===== src/rtl/tdm_slot_mux_pkg.sv =====
// Shared definitions for the ring-sequenced TDM slot multiplexer.
package ring_pkg;

  localparam int unsigned DefNch = 4;
  localparam int unsigned DefDw  = 8;
  localparam int unsigned DefCw  = $clog2(DefNch);

  typedef enum logic [0:0] {
    StIdle,
    StSend
  } state_e;

  // True when exactly one bit of the (zero-extended) slot vector is set.
  function automatic logic onehot_ok(logic [31:0] v);
    return (v != 32'd0) && ((v & (v - 32'd1)) == 32'd0);
  endfunction

  // Binary index of the set bit; only meaningful when onehot_ok() holds.
  function automatic logic [4:0] onehot2bin(logic [31:0] v);
    logic [4:0] idx;
    idx = '0;
    for (int i = 0; i < 32; i++) begin
      if (v[i]) idx = idx | 5'(i);
    end
    return idx;
  endfunction

endpackage


===== src/rtl/tdm_slot_mux_if.sv =====
// Requester and sink handshake bundle for tdm_slot_mux.
interface tdm_slot_mux_if
  import ring_pkg::*;
#(
  parameter int unsigned DW  = DefDw,
  parameter int unsigned NCH = DefNch
);
  localparam int unsigned CW = (NCH > 1) ? $clog2(NCH) : 1;

  logic [NCH-1:0]    in_valid;
  logic [NCH*DW-1:0] in_data;
  logic [NCH-1:0]    in_ready;
  logic              out_valid;
  logic [DW-1:0]     out_data;
  logic [CW-1:0]     out_chan;
  logic              out_ready;

  // Drives requests and the downstream ready (testbench / system side).
  modport master (
    output in_valid, in_data, out_ready,
    input  in_ready, out_valid, out_data, out_chan
  );

  // The multiplexer itself.
  modport slave (
    input  in_valid, in_data, out_ready,
    output in_ready, out_valid, out_data, out_chan
  );

endinterface


===== src/rtl/tdm_slot_mux_chan_hold.sv =====
// Single-entry holding register for one requester channel.
module chan_hold
  import ring_pkg::*;
#(
  parameter int unsigned DW = DefDw
) (
  input  logic          clk,
  input  logic          rst,
  input  logic          in_valid,
  input  logic [DW-1:0] in_data,
  output logic          in_ready,
  input  logic          clr,
  output logic          full,
  output logic [DW-1:0] data
);

  logic          full_q;
  logic [DW-1:0] data_q;

  // Capture when empty; clear when granted. The two are exclusive since a grant needs full_q.
  always_ff @(posedge clk) begin
    if (rst) begin
      full_q <= 1'b0;
      data_q <= '0;
    end else if (in_valid && !full_q) begin
      full_q <= 1'b1;
      data_q <= in_data;
    end else if (clr) begin
      full_q <= 1'b0;
    end
  end

  // Ready comes from registered state only.
  assign in_ready = ~full_q;
  assign full     = full_q;
  assign data     = data_q;

endmodule


===== src/rtl/tdm_slot_mux.sv =====
// Time-division multiplexer: channel i may launch a word only while slot[i] is the active phase.
module tdm_slot_mux
  import ring_pkg::*;
#(
  parameter int unsigned DW  = DefDw,
  parameter int unsigned NCH = DefNch
) (
  input  logic           clk,
  input  logic           rst,
  input  logic [NCH-1:0] slot,
  output logic           slot_err,
  tdm_slot_mux_if.slave  bus
);

  localparam int unsigned CW = (NCH > 1) ? $clog2(NCH) : 1;

  logic [NCH-1:0] hold_full;
  logic [NCH-1:0] clr;
  logic [DW-1:0]  hold_data [NCH];

  logic           slot_ok;
  logic           eligible;
  logic           handshake;
  logic           grant;
  logic [CW-1:0]  sel;

  state_e         state_q;
  logic           out_valid_q;
  logic [DW-1:0]  out_data_q;
  logic [CW-1:0]  out_chan_q;
  logic           slot_err_q;

  for (genvar i = 0; i < NCH; i++) begin : g_hold
    chan_hold #(
      .DW(DW)
    ) u_hold (
      .clk      (clk),
      .rst      (rst),
      .in_valid (bus.in_valid[i]),
      .in_data  (bus.in_data[i*DW +: DW]),
      .in_ready (bus.in_ready[i]),
      .clr      (clr[i]),
      .full     (hold_full[i]),
      .data     (hold_data[i])
    );
  end

  // Slot decode and grant: a word launches in IDLE, or in SEND on the same edge as a handshake.
  always_comb begin
    slot_ok   = onehot_ok(32'(slot));
    sel       = CW'(onehot2bin(32'(slot)));
    eligible  = slot_ok && hold_full[sel];
    handshake = out_valid_q && bus.out_ready;
    grant     = eligible && ((state_q == StIdle) || handshake);
    clr       = '0;
    if (grant) clr[sel] = 1'b1;
  end

  // Output FSM with registered outputs; a stalled SEND ignores slot so no slot is borrowed.
  always_ff @(posedge clk) begin
    if (rst) begin
      state_q     <= StIdle;
      out_valid_q <= 1'b0;
      out_data_q  <= '0;
      out_chan_q  <= '0;
      slot_err_q  <= 1'b0;
    end else begin
      if (!slot_ok) slot_err_q <= 1'b1;
      unique case (state_q)
        StIdle: begin
          if (grant) begin
            out_data_q  <= hold_data[sel];
            out_chan_q  <= sel;
            out_valid_q <= 1'b1;
            state_q     <= StSend;
          end
        end
        StSend: begin
          if (handshake) begin
            if (grant) begin
              out_data_q <= hold_data[sel];
              out_chan_q <= sel;
            end else begin
              out_valid_q <= 1'b0;
              state_q     <= StIdle;
            end
          end
        end
        default: begin
          out_valid_q <= 1'b0;
          state_q     <= StIdle;
        end
      endcase
    end
  end

  assign bus.out_valid = out_valid_q;
  assign bus.out_data  = out_data_q;
  assign bus.out_chan  = out_chan_q;
  assign slot_err      = slot_err_q;

endmodule


===== src/flat_wrapper.sv =====
// flat-port wrapper written by rule: the top's interface ports become plain ports
module tdm_slot_mux_flat import ring_pkg::*;
#(
  parameter int unsigned DW  = DefDw,
  parameter int unsigned NCH = DefNch
)
  (clk, rst, slot, slot_err, bus_in_valid, bus_in_data, bus_out_ready, bus_in_ready, bus_out_valid, bus_out_data, bus_out_chan);
  tdm_slot_mux_if #(.DW(DW), .NCH(NCH)) bus_i ();
  input  logic clk;
  input  logic rst;
  input  logic [NCH-1:0] slot;
  output logic slot_err;
  input wire logic [$bits(bus_i.in_valid)-1:0] bus_in_valid;
  input wire logic [$bits(bus_i.in_data)-1:0] bus_in_data;
  input wire logic [$bits(bus_i.out_ready)-1:0] bus_out_ready;
  output wire logic [$bits(bus_i.in_ready)-1:0] bus_in_ready;
  output wire logic [$bits(bus_i.out_valid)-1:0] bus_out_valid;
  output wire logic [$bits(bus_i.out_data)-1:0] bus_out_data;
  output wire logic [$bits(bus_i.out_chan)-1:0] bus_out_chan;
  assign bus_i.in_valid = bus_in_valid;
  assign bus_i.in_data = bus_in_data;
  assign bus_i.out_ready = bus_out_ready;
  assign bus_in_ready = bus_i.in_ready;
  assign bus_out_valid = bus_i.out_valid;
  assign bus_out_data = bus_i.out_data;
  assign bus_out_chan = bus_i.out_chan;
  tdm_slot_mux #(.DW(DW), .NCH(NCH)) u_core (.clk(clk), .rst(rst), .slot(slot), .slot_err(slot_err), .bus(bus_i));
endmodule

===== config.mk =====
export PLATFORM = sky130hd
export DESIGN_NAME = tdm_slot_mux_flat
export DESIGN_NICKNAME = d
export VERILOG_FILES = /design/src/rtl/tdm_slot_mux_pkg.sv /design/src/rtl/tdm_slot_mux_if.sv /design/src/rtl/tdm_slot_mux_chan_hold.sv /design/src/rtl/tdm_slot_mux.sv /design/src/flat_wrapper.sv
export SDC_FILE = /design/constraint.sdc
export NUM_CORES = 1
export LEC_CHECK = 0
export ABC_AREA = 1
export CAP_MARGIN = 40
export CORE_MARGIN = 2
export CORE_UTILIZATION = 53
export DETAILED_ROUTE_END_ITERATION = 16
export GPL_TIMING_DRIVEN = 0
export PLACE_DENSITY = 0.85
export SKIP_LAST_GASP = 1
export SLEW_MARGIN = 5
export SYNTH_ARGS = -nofsm -noshare
export SYNTH_HDL_FRONTEND = slang
export SYNTH_HIERARCHICAL = 1
export SYNTH_SLANG_ARGS = --single-unit

===== constraint.sdc =====
create_clock -name clk -period 4.3 [get_ports clk]
set_clock_uncertainty 0.15 [all_clocks]
set_input_delay 0.86 -clock clk [delete_from_list [all_inputs] [get_ports clk]]
set_output_delay 0.86 -clock clk [all_outputs]
set_load 0.02 [all_outputs]

=== After elaboration in Yosys (flattened, before gate mapping) ===
Index checks and enable logic that the tools add are counted.

* Bits in registers: 49
* Input port bits: 43

* $add $sub $neg: 1
* $lt $le $gt $ge: 3
* Equal/unequal tests: 3
* Mux-type cells: 32
* Bitwise gates (word level): 7
* Reduce and logical (&&, ||, !) cells: 21

{| class="wikitable"
|+ Operators with widths
! operator !! count
|-
| 4-bit by 32-bit AND with 32-bit output || 1
|-
| 32-bit zero test || 1
|-
| 8-bit two-way mux || 4
|-
| 8-bit binary-select mux with 2-bit select || 1
|-
| 1-bit two-way mux || 16
|-
| 8-bit one-hot mux with 2 select lines || 1
|-
| 1-bit logical AND || 9
|-
| 2-bit two-way mux || 4
|-
| 2-bit nonzero test || 4
|-
| 1-bit NOT || 5
|-
| 4-bit by 1-bit subtractor with 5-bit output, second input constant || 1
|-
| 1-bit zero test || 4
|-
| 4-bit two-way mux || 1
|-
| 2-bit by 1-bit != test with 1-bit output, second input constant || 2
|-
| 1-bit one-hot mux with 2 select lines || 2
|-
| 2-bit one-hot mux with 2 select lines || 1
|-
| 4-bit nonzero test || 1
|-
| 3-bit >= comparator, second input constant || 1
|-
| 2-bit by 3-bit < comparator with 1-bit output, second input constant || 1
|-
| 2-bit NOT with 3-bit output || 1
|-
| 3-bit AND reduction || 1
|-
| 1-bit binary-select mux with 2-bit select || 1
|-
| 1-bit demux with 2-bit select || 1
|-
| 2-bit by 1-bit >= comparator with 1-bit output, second input constant || 1
|-
| other kinds (2) || 2
|}

=== Logic depth before layout (Yosys ltp) ===
Gate-level depths: netlist of run 1.

* Word-level depth: 10
* Mapped depth: 12
* Depth with buffers taken out: 11

=== Cells and area by module ===
Netlist of run 1, hierarchy kept.

{| class="wikitable"
|+ By module, submodules not included
! module !! times used !! cells each !! area an instance (um^2)
|-
| chan_hold || 4 || 58 || 390.4
|-
| tdm_slot_mux || 1 || 151 || 893.4
|}

=== Worst setup path after synthesis of run 1 ===
OpenSTA, ideal clock, no wires.

* Path kind: input to register
* From: input port slot[2]
* To: register u_core.g_hold[1].u_hold.full_q
* Setup time: 116 ps
* Data arrival time: 1859 ps
* Required time: 4034 ps
* Setup slack: 2175 ps
* Stages: 10
* Cell sequence: buf_2 nand2_1 nand2_2 a21oi_4 nand3_2 buf_2 nor3_2 inv_1 nand2_1 a21oi_1

* Longest elaborated chain between the ends: 8
* Elaborated cells on any way between the ends: 18
* Those cells by class: add/sub (1); order compare (2); mux (7); bitwise (1); reduce/logical (7)

{| class="wikitable"
|+ RTL lines
! what !! RTL line !! RTL
|-
| from (decl) || flat_wrapper.sv:11 || <nowiki>input logic [NCH-1:0] slot;</nowiki>
|-
| 4-bit by 1-bit subtractor with 5-bit output or 2-bit two-way mux (tied branches) || tdm_slot_mux_pkg.sv:15, tdm_slot_mux_pkg.sv:23 ||
|-
| 4-bit by 32-bit AND with 32-bit output or 2-bit two-way mux (tied branches) || tdm_slot_mux_pkg.sv:15, tdm_slot_mux_pkg.sv:23 ||
|-
| 32-bit zero test, or another cell as far along || tdm_slot_mux_pkg.sv:15 || <nowiki>return (v != 32'd0) && ((v & (v - 32'd1)) == 32'd0);</nowiki>
|-
| 1-bit logical AND, or another cell as far along || tdm_slot_mux_pkg.sv:15 ||
|-
| 1-bit logical AND or 1-bit two-way mux (tied branches) || tdm_slot_mux.sv:52, tdm_slot_mux.sv:56 ||
|-
| 1-bit logical AND or 1-bit demux with 2-bit select (tied branches) || - ||
|-
| 4-bit two-way mux * || tdm_slot_mux.sv:56 || <nowiki>if (grant) clr[sel] = 1'b1;</nowiki>
|-
| named net u_core.clr[1] || tdm_slot_mux.sv:18 || <nowiki>logic [NCH-1:0] clr;</nowiki>
|-
| 2-bit nonzero test (no line) * || - ||
|-
| to (signal assigned) || tdm_slot_mux_chan_hold.sv:23 || <nowiki>full_q <= 1'b0;</nowiki>
|-
| to (signal assigned) || tdm_slot_mux_chan_hold.sv:26 || <nowiki>full_q <= 1'b1;</nowiki>
|-
| to (signal assigned) || tdm_slot_mux_chan_hold.sv:29 || <nowiki>full_q <= 1'b0;</nowiki>
|-
| to (decl) || tdm_slot_mux_chan_hold.sv:17 || <nowiki>logic full_q;</nowiki>
|}

The timed path passes the listed nets; every way through them passes the cells marked *. The select of a mux whose other input is x is not followed.
A chain may end at the register's enable or synchronous reset.

=== Worst setup path in the final report of run 1 ===
* From: input port slot[1]
* To: register u_core.g_hold[0].u_hold.full_q

* Longest elaborated chain between the ends: 9
* Elaborated cells on any way between the ends: 19
* Those cells by class: add/sub (1); order compare (2); mux (8); bitwise (1); reduce/logical (7)

{| class="wikitable"
|+ RTL lines
! what !! RTL line
|-
| branches (longest 7 deep; another with 4-bit by 1-bit subtractor with 5-bit output) || -
|-
| 4-bit two-way mux * || tdm_slot_mux.sv:56
|-
| named net u_core.clr[0] || tdm_slot_mux.sv:18
|-
| 2-bit nonzero test (no line) * || -
|-
| to (signal assigned) || tdm_slot_mux_chan_hold.sv:23
|-
| to (signal assigned) || tdm_slot_mux_chan_hold.sv:26
|-
| to (signal assigned) || tdm_slot_mux_chan_hold.sv:29
|-
| to (decl) || tdm_slot_mux_chan_hold.sv:17
|}

Mark *: on every way through the listed nets, which the timed path passes. The select of a mux whose other input is x is not followed.

==> flow_summary.ini, run 1 <==
[floorplan]
core-area_sq_um = 4414
die_w_microns = 72.06
start_util = 0.5561
die_h_microns = 72.06
rows = 24
dieArea_sq_um = 5192
top_level_ports = 59

[synthesis]
yosysSeqAreaShare = 0.3996
synth_edf_count = 0
yosys_warnings = 6
synthTopCellsByArea = dfxtp_1, nand2_1, nor2_1, nand3_1, inv_1
syn-num-nets = 426
netlist_area_sq_um = 2455
ys_ff_latch = 49
ys.flop_type = dfxtp_1
synthTopCellsByCount = nand2_1, nor2_1, inv_1, dfxtp_1, nand3_1
yosys.cell_types.count = 21
synthMostInstantiatedCell = nand2_1
postSynthCellCount = 383
yosys.area.top_type_share = 0.3996
avgSynthCellArea_sq_um = 6.410
async_flop_share = 0
yosys.area.top_type = dfxtp_1

[worst_setup_path]
arrival_ns = 2.56
crit_type = in2reg
cp_max_fo = 10
critPathCaptureType = flop
worstSetupStartpointType = input pin
required_ns = 4.31

[route]
ant_nets = 0
vias = 2433
drtIter0Drc = 190
wl_mm = 5.433
drc = 0
wire_per_inst_microns = 10.93
via_per_inst = 4.895
first_pass_iters = 4

[pwr]
p_sw_mw = 0.2873
vdd_drop_max_v = 0.0002395
p_int_mw = 0.7822
p_sw_frac = 0.2686
power.density_nw_per_um2 = 336.6
p_comb_frac = 0.208
pwr-share-seq = 0.483
p_clk_frac = 0.309
leakagePower_nw = 1.570

[clock_network]
cts_setup_buffers = 0
clk_transition_reported_paths_ns = 0.08
clock_path_buffers = 2
postCtsResizedCells = 0
cts_tree = yes
htreeDepth = 2
insertion_delay_ns = 0.29
numCtsBuffers = 5
ctsRootBufferMaster = clkbuf_8
cts_hold_buf = 0
cts.sinks = 49

[placed_design]
dp_cells = 489
hpwl_mm = 4.220
portBuffers = 54
gp_congestion = 0.8894

[timing]
setup_viol = 0
hold_ws_ns = 0.3226
slew_viol_final = 0
fmax_ghz = 0.3921
hold_viol = 0
tightest_slew_ns = 0.5568
post-route-period-util = 0.5930
rsz0062_at_grt = no
fin_crit_ns = 2.550
slew_headroom = 0.6276
tns_ns = 0

[cells_and_area]
regArea_sq_um = 980.9
fill_cells = 380
drive_gt1_frac = 0.08539
syn_to_final_growth_pct = 29.41
fin_cells = 497
diodes = 0
nets = 487
multi_input_area_sq_um = 1160

[global_routing]
antenna_found_initial = 0
grt_pass1_vias = 2172
global_route.usage.total = 0.2233
gr-total-overflow = 0
grt_max_degree = 15
grt_pass1_wl_mm = 9.190

[min_path]
hold_class = reg2reg

[run_status]
outcome = finished, final reports clean

[run]
maxCapViolCount = 0
## path summary, 6_finish.rpt
kind / startpoint / to / slack [ns] / cells after the start
worst min-delay path: u_core/bus.out_chan[1]$_SDFFE_PP0P_ / u_core/bus.out_chan[1]$_SDFFE_PP0P_ / 0.32 / 2
worst min register to register: u_core/bus.out_chan[1]$_SDFFE_PP0P_ / u_core/bus.out_chan[1]$_SDFFE_PP0P_ / 0.32 / 2
worst max register to register: u_core/g_hold[0].u_hold/full$_SDFFE_PP0P_ / u_core/g_hold[0].u_hold/full$_SDFFE_PP0P_ / 2.63 / 10
worst max-delay path: slot[1] / u_core/g_hold[0].u_hold/full$_SDFFE_PP0P_ / 1.75 / 11
## power groups by stage
| stage | clock [mW] | combinational [mW] | sequential [mW] |
|---|---|---|---|
| global route | 0.352 | 0.250 | 0.521 |
| floorplan | 0 | 0.129 | 0.529 |
| finish | 0.331 | 0.222 | 0.516 |
| detailed placement | 0 | 0.221 | 0.527 |
| CTS | 0.334 | 0.223 | 0.516 |
| global placement | 0 | 0.215 | 0.526 |
## state kept, by name, summed over array words and instances (netlist names)
name                       flops
u_core/g_hold.u_hold/data     32
u_core/bus.out_data            8
u_core/g_hold.u_hold/full      4
u_core/bus.out_chan            2
u_core/bus.out_valid           1
u_core/slot_err                1
u_core/state_q                 1
## cell usage in the layout, fill, tap and decap left out, drive strengths merged, types with 3 or more instances in the layout
| cell type | instances |
|---|---|
| nand3 | 42 |
| nor2 | 93 |
| nor3 | 3 |
| nand4 | 10 |
| inv | 64 |
| a21oi | 8 |
| dfxtp | 49 |
| nand2 | 103 |
| buf | 7 |
| clkdlybuf4s50 | 54 |
| clkbuf | 8 |
## cell type report
class | instances | area share
buffer | 8 | 0.02206
clock buffer | 7 | 0.02718
clock inverter | 1 | 0.009453
inverter | 65 | 0.07680
multi-input combinational | 261 | 0.3651
sequential | 49 | 0.3088
tap | 52 | 0.02048
timing repair buffer | 54 | 0.1701
## cell families after synthesis
group | share of synthesized area
DFF | 0.3996
buffers and inverters | 0.1279
and+or+nand+nor | 0.4495
AOI/OAI and AO/OA | 0.02293
## metal layers
layer,vias up,wire length [microns],track usage,part of all wire
met5,-,0,0,0
met4,0,82,0.07757,0.015
met1,1082,2393,0.2882,0.44
met3,8,260,0.03333,0.048
met2,59,2697,0.3817,0.50
li1,1284,-,-,-
## metrics by stage
step	area [sq um]	utilization	power [mW]	setup slack, ns
finish	3177	0.7197	1.069	1.750
floorplan	2455	-	0.6578	2.175
detailed placement	3060	0.6933	0.7475	1.501
global placement	3060	0.6933	0.7409	1.498
global route	3177	0.7197	1.123	1.558
CTS	3177	0.7197	1.073	1.786
## critical path, cell delays in order
cell	delay (ns)
clkdlybuf4s50_1	0.58
inv_2	0.09
nand2_1	0.08
nand2_1	0.09
a21oi_4	0.22
nand3_2	0.13
buf_2	0.21
nor3_2	0.13
inv_1	0.05
nand2_1	0.06
a21oi_1	0.06
Note: power is estimated with default switching activity, not from simulation.
==> run 2, diff against run 1 <==
Settings changed: CORE_UTILIZATION 53 to 45, PLACE_DENSITY 0.85 to 0.76.
Clock period 4.3 ns to 2.2 ns, I/O delays scaled along.
==> run 2 against run 1 <==
Core utilization down 9.7 points. Clock power up 100%. Worst setup slack worse by 1.6 ns. Largest power group unchanged. Cell area up 1.5%. Register-to-register slack worse by 2.1 ns. Via count down 1.6%. Global-route usage down 3.7 points. Hold slack worse by 0.067 ns. Routed wire length down 0.85%. Final cell count up 3.8%.
==> flow_summary.ini, run 2 (synthesized netlist as in run 1, its figures left out) <==
[run_status]
outcome = finished, final reports clean

[timing]
post-route-period-util = 0.9387
setup_viol = 0
tightest_slew_ns = 0.5529
fmax_ghz = 0.4842
slew_viol_final = 0
slew_headroom = 0.6302
hold_viol = 0
rsz0062_at_grt = no
tns_ns = 0
fin_crit_ns = 2.065

[route]
wl_mm = 5.387
ant_nets = 0
drtIter0Drc = 157
drc = 0
vias = 2395
wire_per_inst_microns = 10.44
via_per_inst = 4.641
first_pass_iters = 4

[worst_setup_path]
required_ns = 1.61
crit_path_max_incr_delay_ns = 0.64
crit_type = reg2out
critPathCaptureType = output pin
regToRegEndpoint = u_core/g_hold[0].u_hold/full$_SDFFE_PP0P_
reg2reg_from = u_core/g_hold[2].u_hold/full$_SDFFE_PP0P_
worstSetupStartpointType = flop
r2r_slack_ns = 0.54
cp_max_fo = 10
path_cells = inv_2, clkdlybuf4s50_1
startpoint = u_core/g_hold[2].u_hold/full$_SDFFE_PP0P_
r2r_cells = 10
crit_buf_inv = 2
arrival_ns = 1.48
cpLargestDelayFamily = buffers and inverters
slowest_stage = clkdlybuf4s50_1

[min_path]
hp-start = bus_in_valid[3]
hold_class = in2reg
min_delay_path_depth = 3
hold_end = u_core/g_hold[3].u_hold/full$_SDFFE_PP0P_

[pwr]
pwr-share-seq = 0.478
p_comb_frac = 0.206
vdd_drop_max_v = 0.0003664
p_sw_frac = 0.2744
p_clk_frac = 0.316
p_int_mw = 1.531
total_power_mw = 2.110
leakagePower_nw = 1.595
p_sw_mw = 0.5789
power.density_nw_per_um2 = 654.5

[cells_and_area]
fin_cells = 516
drive_gt1_frac = 0.09193
final_area_sq_um = 3223
regArea_sq_um = 980.9
post-route-util = 0.6231
largest_reg_flops = 32
final_common_cell = nand2_1
mostFrequentLayoutCells = nand2_1, nor2_1, inv_1, clkdlybuf4s50_1, dfxtp_1
fill_cells = 468
diodes = 0
nets = 488
syn_to_final_growth_pct = 31.29
multi_input_area_sq_um = 1162

[floorplan]
start_util = 0.4746
rows = 26
die_w_microns = 77.86
dieArea_sq_um = 6062
top_level_ports = 59
die_h_microns = 77.86
core-area_sq_um = 5172

[placed_design]
portBuffers = 54
place_area_sq_um = 3083
dp_cells = 507
gp_congestion = 0.8370
hpwl_mm = 4.127

[clock_network]
ctsRootBufferMaster = clkbuf_8
clock_path_buffers = 2
clk_transition_reported_paths_ns = 0.09
cts.sinks = 49
numCtsBuffers = 5
insertion_delay_ns = 0.30
cts_tree = yes
htreeDepth = 2

[global_routing]
grt_pass1_vias = 2082
gr-total-overflow = 0
antenna_found_initial = 0
global_route.usage.total = 0.1867
grt_pass1_wl_mm = 8.990
grt_max_degree = 16

[run]
maxCapViolCount = 0
## run 2: cell types whose count changed in the layout (fill, tap and decap cells not counted), moves of 2 or more
cell,before,now
dlymetal6s2s_1,0,2
buf_2,2,0
buf_4,0,2
clkdlybuf4s50_1,54,52
## run 2: worst max path at each step
stage                                                endpoint  slack (ns)  cells after the start
finish                                        bus_in_ready[2]        0.13                      2
global route        u_core/g_hold[2].u_hold/full$_SDFFE_PP0P_       0.009                     11
CTS                                           bus_in_ready[2]        0.11                      2
detailed placement  u_core/g_hold[0].u_hold/full$_SDFFE_PP0P_       -0.19                     13
global placement    u_core/g_hold[0].u_hold/full$_SDFFE_PP0P_       -0.18                     12
floorplan           u_core/g_hold[1].u_hold/full$_SDFFE_PP0P_        0.49                     10
## run 2: power by group through the flow
stage	combinational, mW	clock (mW)	sequential (mW)
floorplan	0.252	0	1.03
global placement	0.423	0	1.03
detailed placement	0.430	0	1.03
CTS	0.433	0.680	1.01
global route	0.491	0.720	1.02
finish	0.435	0.667	1.01
## run 2: per-stage QoR
step,setup WS [ns],hold slack [ns]
2_1_floorplan,0.4950,0.3054
3_3_place_gp,-0.1813,0.2990
3_5_place_dp,-0.1876,0.3099
4_1_cts,0.1103,0.2487
5_1_grt,0.008889,0.2525
6_report,0.1348,0.2558
## run 2: layout make-up
type                    instances  share of cell area
clock inverters                 2             0.01165
inverters                      65             0.07570
well taps                      70             0.02717
flip-flops and latches         49              0.3043
clock buffers                   6             0.02562
plain buffers                   8             0.02329
repair buffers                 55              0.1716
multi-input cells             261              0.3606
## run 2: what timing repair did
item / 4_1_cts / 5_1_grt
hold buffers: 0 / 0
buffers inserted: 0 / 1
gates resized for setup: 0 / 6
endpoints found under the setup margin: 0 / 4
## run 2: worst register-to-register path: cells and delay by family (launching register included)
| family | cells | cell delay [ns] |
|---|---|---|
| compound gates | 1 | 0.06 |
| simple gates | 7 | 0.60 |
| buf+inv | 2 | 0.26 |
| flops | 1 | 0.45 |
## run 2: routing by layer
metal	GRT usage	vias up	share of wire
met4	0.08214	0	0.014
met5	0	-	0
met3	0.03488	6	0.056
met2	0.2948	55	0.46
met1	0.2476	1048	0.47
li1	-	1286	-
==> run 3, diff against run 2 <==
Settings changed: CAP_MARGIN 40 to unset.
==> results of run 3 <==
The final DEF is identical to that of run 2; final timing and power are the same.
